### src/rtl/bus_scan_sequencer.sv
// Walks bus_selector.sel over every bus enabled in a latched mask and streams
// each sampled word out on a valid/ready interface tagged with index and last.
module bus_scan_sequencer #(
    parameter int BUS_NO = 4,
    parameter int IDX_W  = $clog2(BUS_NO)
) (
    input  logic              clk,
    input  logic              rst_n,
    input  logic              start,
    input  logic              abort,
    input  logic [BUS_NO-1:0] enable_mask,
    input  logic [31:0]       bus_word,
    output logic [IDX_W-1:0]  sel,
    output logic [31:0]       out_data,
    output logic [IDX_W-1:0]  out_idx,
    output logic              out_valid,
    output logic              out_last,
    input  logic              out_ready,
    output logic              busy,
    output logic              done
);

    typedef enum logic [1:0] {
        S_IDLE    = 2'd0,
        S_SETTLE  = 2'd1,
        S_PRESENT = 2'd2,
        S_DONE    = 2'd3
    } state_t;

    state_t              r_state;
    state_t              w_state_nxt;
    logic [BUS_NO-1:0]   r_mask;
    logic [IDX_W-1:0]    r_sel;
    logic [31:0]         r_data;
    logic [IDX_W-1:0]    r_idx;
    logic                r_valid;
    logic                r_last;
    logic                r_busy;
    logic                r_done;
    logic [IDX_W:0]      w_first;
    logic [IDX_W:0]      w_next;

    // Lowest set bit of mask at or above lo; MSB of the result is the found flag.
    function automatic logic [IDX_W:0] find_set(input logic [BUS_NO-1:0] mask, input int lo);
        logic [IDX_W:0] res;
        res = '0;
        for (int i = BUS_NO - 1; i >= 0; i--) begin
            if (mask[i] && (i >= lo)) begin
                res = {1'b1, IDX_W'(i)};
            end
        end
        return res;
    endfunction

    assign w_first = find_set(enable_mask, 0);
    assign w_next  = find_set(r_mask, int'(r_sel) + 1);

    always_ff @(posedge clk or negedge rst_n) begin
        if (!rst_n) begin
            r_state <= S_IDLE;
        end else begin
            r_state <= w_state_nxt;
        end
    end

    always_comb begin
        w_state_nxt = r_state;
        case (r_state)
            S_IDLE: begin
                if (start) begin
                    w_state_nxt = w_first[IDX_W] ? S_SETTLE : S_DONE;
                end
            end
            S_SETTLE:  w_state_nxt = S_PRESENT;
            S_PRESENT: begin
                if (out_ready) begin
                    w_state_nxt = r_last ? S_DONE : S_SETTLE;
                end
            end
            S_DONE:    w_state_nxt = S_IDLE;
            default:   w_state_nxt = S_IDLE;
        endcase
        if (abort) begin
            w_state_nxt = S_IDLE;
        end
    end

    // done trails the DONE state by one cycle, so an empty scan shows busy for
    // exactly one cycle followed by the done pulse.
    always_ff @(posedge clk or negedge rst_n) begin
        if (!rst_n) begin
            r_mask  <= '0;
            r_sel   <= '0;
            r_data  <= '0;
            r_idx   <= '0;
            r_valid <= 1'b0;
            r_last  <= 1'b0;
            r_busy  <= 1'b0;
            r_done  <= 1'b0;
        end else begin
            r_busy <= (w_state_nxt != S_IDLE);
            r_done <= (r_state == S_DONE) && !abort;
            if (abort) begin
                r_valid <= 1'b0;
            end else begin
                case (r_state)
                    S_IDLE: begin
                        if (start) begin
                            r_mask <= enable_mask;
                            if (w_first[IDX_W]) begin
                                r_sel <= w_first[IDX_W-1:0];
                            end
                        end
                    end
                    S_SETTLE: begin
                        r_data  <= bus_word;
                        r_idx   <= r_sel;
                        r_last  <= !w_next[IDX_W];
                        r_valid <= 1'b1;
                    end
                    S_PRESENT: begin
                        if (out_ready) begin
                            r_valid <= 1'b0;
                            if (!r_last) begin
                                r_sel <= w_next[IDX_W-1:0];
                            end
                        end
                    end
                    default: ;
                endcase
            end
        end
    end

    assign sel       = r_sel;
    assign out_data  = r_data;
    assign out_idx   = r_idx;
    assign out_valid = r_valid;
    assign out_last  = r_last;
    assign busy      = r_busy;
    assign done      = r_done;

endmodule

### config.mk
export PLATFORM = sky130hd
export DESIGN_NAME = bus_scan_sequencer
export DESIGN_NICKNAME = d
export VERILOG_FILES = /design/src/rtl/bus_scan_sequencer.sv
export SDC_FILE = /design/constraint.sdc
export NUM_CORES = 1
export LEC_CHECK = 0
export ABC_AREA = 0
export CAP_MARGIN = 20
export CORE_MARGIN = 2
export CORE_UTILIZATION = 38
export DETAILED_ROUTE_END_ITERATION = 12
export GPL_ROUTABILITY_DRIVEN = 1
export MAX_ROUTING_LAYER = met4
export PLACE_DENSITY = 0.76
export SKIP_CTS_REPAIR_TIMING = 1
export SLEW_MARGIN = 40
export SYNTH_ARGS = -nofsm -noshare
export SYNTH_HDL_FRONTEND = slang
export SYNTH_SLANG_ARGS = --single-unit
### constraint.sdc
create_clock -name clk -period 1.52 [get_ports clk]
set_clock_uncertainty 0.1 [all_clocks]
set_input_delay 0.228 -clock clk [delete_from_list [all_inputs] [get_ports clk]]
set_output_delay 0.228 -clock clk [all_outputs]
set_load 0.01 [all_outputs]
==> impl_table.tex <==
\begin{tabular}{lr}
\hline
Metric & Value \\
\hline
\multicolumn{2}{l}{\textbf{Run status}} \\
\quad Result of the run & complete, but fails checks \\
\quad Violations in the final reports & setup timing \\
\multicolumn{2}{l}{\textbf{Finish}} \\
\quad Cell Count, Final, Fillers Out & 303 \\
\quad Storage element area & 0.00113 sq mm \\
\quad Area of the multi-input gates & 698 sq um \\
\quad Share of final-layout standard cells stronger than drive strength 1 & 28.0\% \\
\quad Antenna diode instance count & 0 \\
\quad Fill cells & $\sim$340 \\
\quad Synth-to-layout area growth & 66.3\% \\
\quad Leading cell type in the layout, fill and taps excluded & dfrtp\_1 \\
\quad Commonest cells after routing, fill and taps aside & 44 x dfrtp\_1, 40 x clkdlybuf4s50\_1, 39 x dlymetal6s2s\_1 \\
\quad Number of nets in the finished design & 276 \\
\multicolumn{2}{l}{\textbf{Setup path}} \\
\quad Kind of start point of the critical path & flip-flop \\
\quad Worst R2R End & sel[1] \\
\quad CP Capture Type & flip-flop \\
\quad Data required time of the critical path & 1.64 ns \\
\quad Arrival time of the worst setup path & between 1.5 and 2 ns \\
\quad R2R Setup Slk & -0.07 ns \\
\quad Startpoint-to-endpoint class of the critical path & reg2reg \\
\quad Count of cells along the worst register-to-register path & 4 \\
\quad Worst flop-to-flop path startpoint & r\_state[1] \\
\quad Largest fanout on the critical path & 4 \\
\multicolumn{2}{l}{\textbf{Synthesis}} \\
\quad Synth async-reset ratio & 100\% \\
\quad Predominant post-synthesis flop cell & dfrtp\_1 \\
\quad Average instance area after synthesis & between 10 and 15 sq um \\
\quad Number of different library cells in the post-synthesis netlist & 26 \\
\quad Post-synthesis register bit count & 45 \\
\quad Part of the Yosys area used for sequential elements & between 60\% and 70\% \\
\quad Number of enable-type register cells in the synthesized netlist & 0 \\
\quad Warnings from Yosys & 0 \\
\quad Synth Net Count & between 150 and 200 \\
\quad Cell area after technology mapping & 0.00187 sq mm \\
\quad Post-synthesis cell count & between 100 and 150 \\
\multicolumn{2}{l}{\textbf{Floorplanning}} \\
\quad Die span in y & around 74 microns \\
\quad Initial Utilization & 39.5\% \\
\quad Die Footprint & 0.00549 sq mm \\
\quad Floorplan Core Area & $\sim$0.0047 sq mm \\
\quad Total number of placement rows & 25 \\
\quad Floorplan die width & roughly 74 microns \\
\quad Number of I/O pins & 81 \\
\multicolumn{2}{l}{\textbf{Clocking}} \\
\quad CTS tree & yes \\
\quad Number of clock buffers inserted by TritonCTS & 5 \\
\quad Worst skew pair latency & 0.30 ns \\
\quad Clock sink count & 45 \\
\quad Clock-pin slew of the registers on the worst-case setup and hold paths & approximately 0.080 ns \\
\quad Total number of H-tree levels & 2 \\
\quad Root Buffer Master & clkbuf\_8 \\
\quad Maximum root-to-sink buffer count & 2 \\
\multicolumn{2}{l}{\textbf{STA}} \\
\quad Fraction of the cycle the final worst path needs & 104\% \\
\quad Final count of pins violating max slew & 0 \\
\quad Setup repair after global routing missed its margin & yes \\
\quad Slew at the pin with the worst max-slew slack & $\sim$0.36 ns \\
\quad Fin worst setup slack & -0.0666 ns \\
\quad Highest clock frequency the design can meet & 630 MHz \\
\quad Max\_slew headroom & 75.6\% \\
\quad Count of endpoints failing setup in the final report & 36 \\
\quad Setup TNS after final layout & -1.17 ns \\
\quad Tmin final & 1.59 ns \\
\quad Count of endpoints failing hold in the final timing report & 0 \\
\multicolumn{2}{l}{\textbf{Drt}} \\
\quad TritonRoute pass-1 iters & 4 \\
\quad Total routed wirelength & 4410 microns \\
\quad DRC violations left & 0 \\
\quad Violation count after the first detailed-route iteration & 120 \\
\quad Total number of vias & 1,424 \\
\quad Number of nets still failing antenna checks after routing & 0 \\
\quad Number of vias per cell & about 4.7 \\
\quad Post-DR wirelength/cell & approximately 15 microns \\
\multicolumn{2}{l}{\textbf{Place}} \\
\quad Count of port buffers added during placement & 80 \\
\quad Placed wire-length estimate & 3190 microns \\
\quad Number of placed instances with taps included & 293 \\
\quad Gpl congestion & 0.795 \\
\multicolumn{2}{l}{\textbf{Power}} \\
\quad Maximum vdd drop & between 500 and 600 uV \\
\quad Leakage component of the power & 0.00165 uW \\
\quad Power density over the cells & about 1400 mW/mm\^{}2 \\
\multicolumn{2}{l}{\textbf{GRT}} \\
\quad Sum of overflow across all layers after global routing & 0 \\
\quad Wire length of the first global-routing pass & 6960 microns \\
\quad Pin count of the biggest net entering global routing & 46 \\
\quad Number of antenna violations at the first check in global routing & 0 \\
\quad Number of global-route vias before repair & 1,428 \\
\quad Total routing usage reported by global routing & 17.3\% \\
\multicolumn{2}{l}{\textbf{Hold path}} \\
\quad Worst min-delay path class & in2async \\
\multicolumn{2}{l}{\textbf{Job}} \\
\quad Max-cap violations & 0 \\
\hline
\end{tabular}
## cells by family after synthesis
group                  count (synthesis)  share of synthesized area [%]
flip-flops                            45                           60.4
AND/OR/NAND/NOR                       31                           9.05
AO/OA/AOI/OAI                         18                           7.24
multiplexers                          34                           20.5
buffers and inverters                 10                           2.82
## power by group
part           leakage [uW]  switching, uW  total (uW)  internal, uW
registers          0.000540            202        1790          1590
logic               0.00104            623        1630          1010
clock network     0.0000681            405        1060           653
total               0.00165           1230        4480          3250
## metal layers
| metal | up-vias | track usage (%) | routed length [microns] |
|---|---|---|---|
| met5 | - | - | 0 |
| met4 | 0 | 5.45 | 62 |
| met3 | 6 | 4.47 | 452 |
| met2 | 63 | 26.7 | 2010 |
| met1 | 675 | 22.3 | 1880 |
| li1 | 680 | - | - |
## state kept, by name (all words and copies together) (netlist names)
| signal | cells |
|---|---|
| r_state | 2 |
| r_mask | 3 |
| sel | 2 |
| busy | 1 |
| out_data | 32 |
| out_idx | 2 |
| out_valid | 1 |
| done | 1 |
| out_last | 1 |
## metrics by stage
stage                     hold WS, ns  util (%)  instance area [sq um]  setup slack (ns)  power (uW)
after CTS                      -0.204      63.1                   2980            -0.164        4640
after floorplan                -0.168         -                   1870           -0.0311        2500
final                           0.345      65.7                   3100           -0.0666        4480
after global placement          0.123      60.3                   2850            -0.359        3520
after detailed placement        0.128      60.3                   2850            -0.425        3570
after global routing            0.369      65.7                   3100            -0.160        4750
## Yosys cell counts (2+ instances only)
cell type / number / area [sq um]
dfrtp_1: 45 / 1130
mux2_2: 34 / 383
nand2_1: 9 / 33.8
a21oi_1: 8 / 40.0
nor2b_1: 5 / 31.3
nor3_1: 4 / 20.0
buf_2: 3 / 15.0
buf_4: 3 / 22.5
inv_1: 3 / 11.3
nand2b_1: 3 / 18.8
nor2_1: 3 / 11.3
nor4_1: 2 / 12.5
o21ai_0: 2 / 10.0
o21bai_1: 2 / 15.0
## worst max path at each step
stage,startpoint,end,slack (ns),depth (start not counted)
floorplan,r_state[0],out_data[10],-0.03,5
global placement,abort,sel[1],-0.36,5
detailed placement,abort,sel[1],-0.43,5
CTS,r_state[1],sel[1],-0.16,4
global route,r_state[0],sel[1],-0.16,6
finish,r_state[1],sel[1],-0.07,4
## layout make-up
class	instances	area share, %
Multi-Input combinational cell	83	22.5
Clock inverter	3	2.10
Inverter	3	0.363
Sequential cell	45	36.3
Tap cell	67	2.70
Timing Repair Buffer	97	33.8
Clock buffer	5	2.22
## worst max-delay path, stage by stage, from the launching register on
cell and delay [ns]:
dfrtp_1 0.44, or4b_4 0.57, o32ai_4 0.20, a21oi_2 0.08, a21oi_1 0.13
No activity file was read; power rests on OpenSTA's default activity.
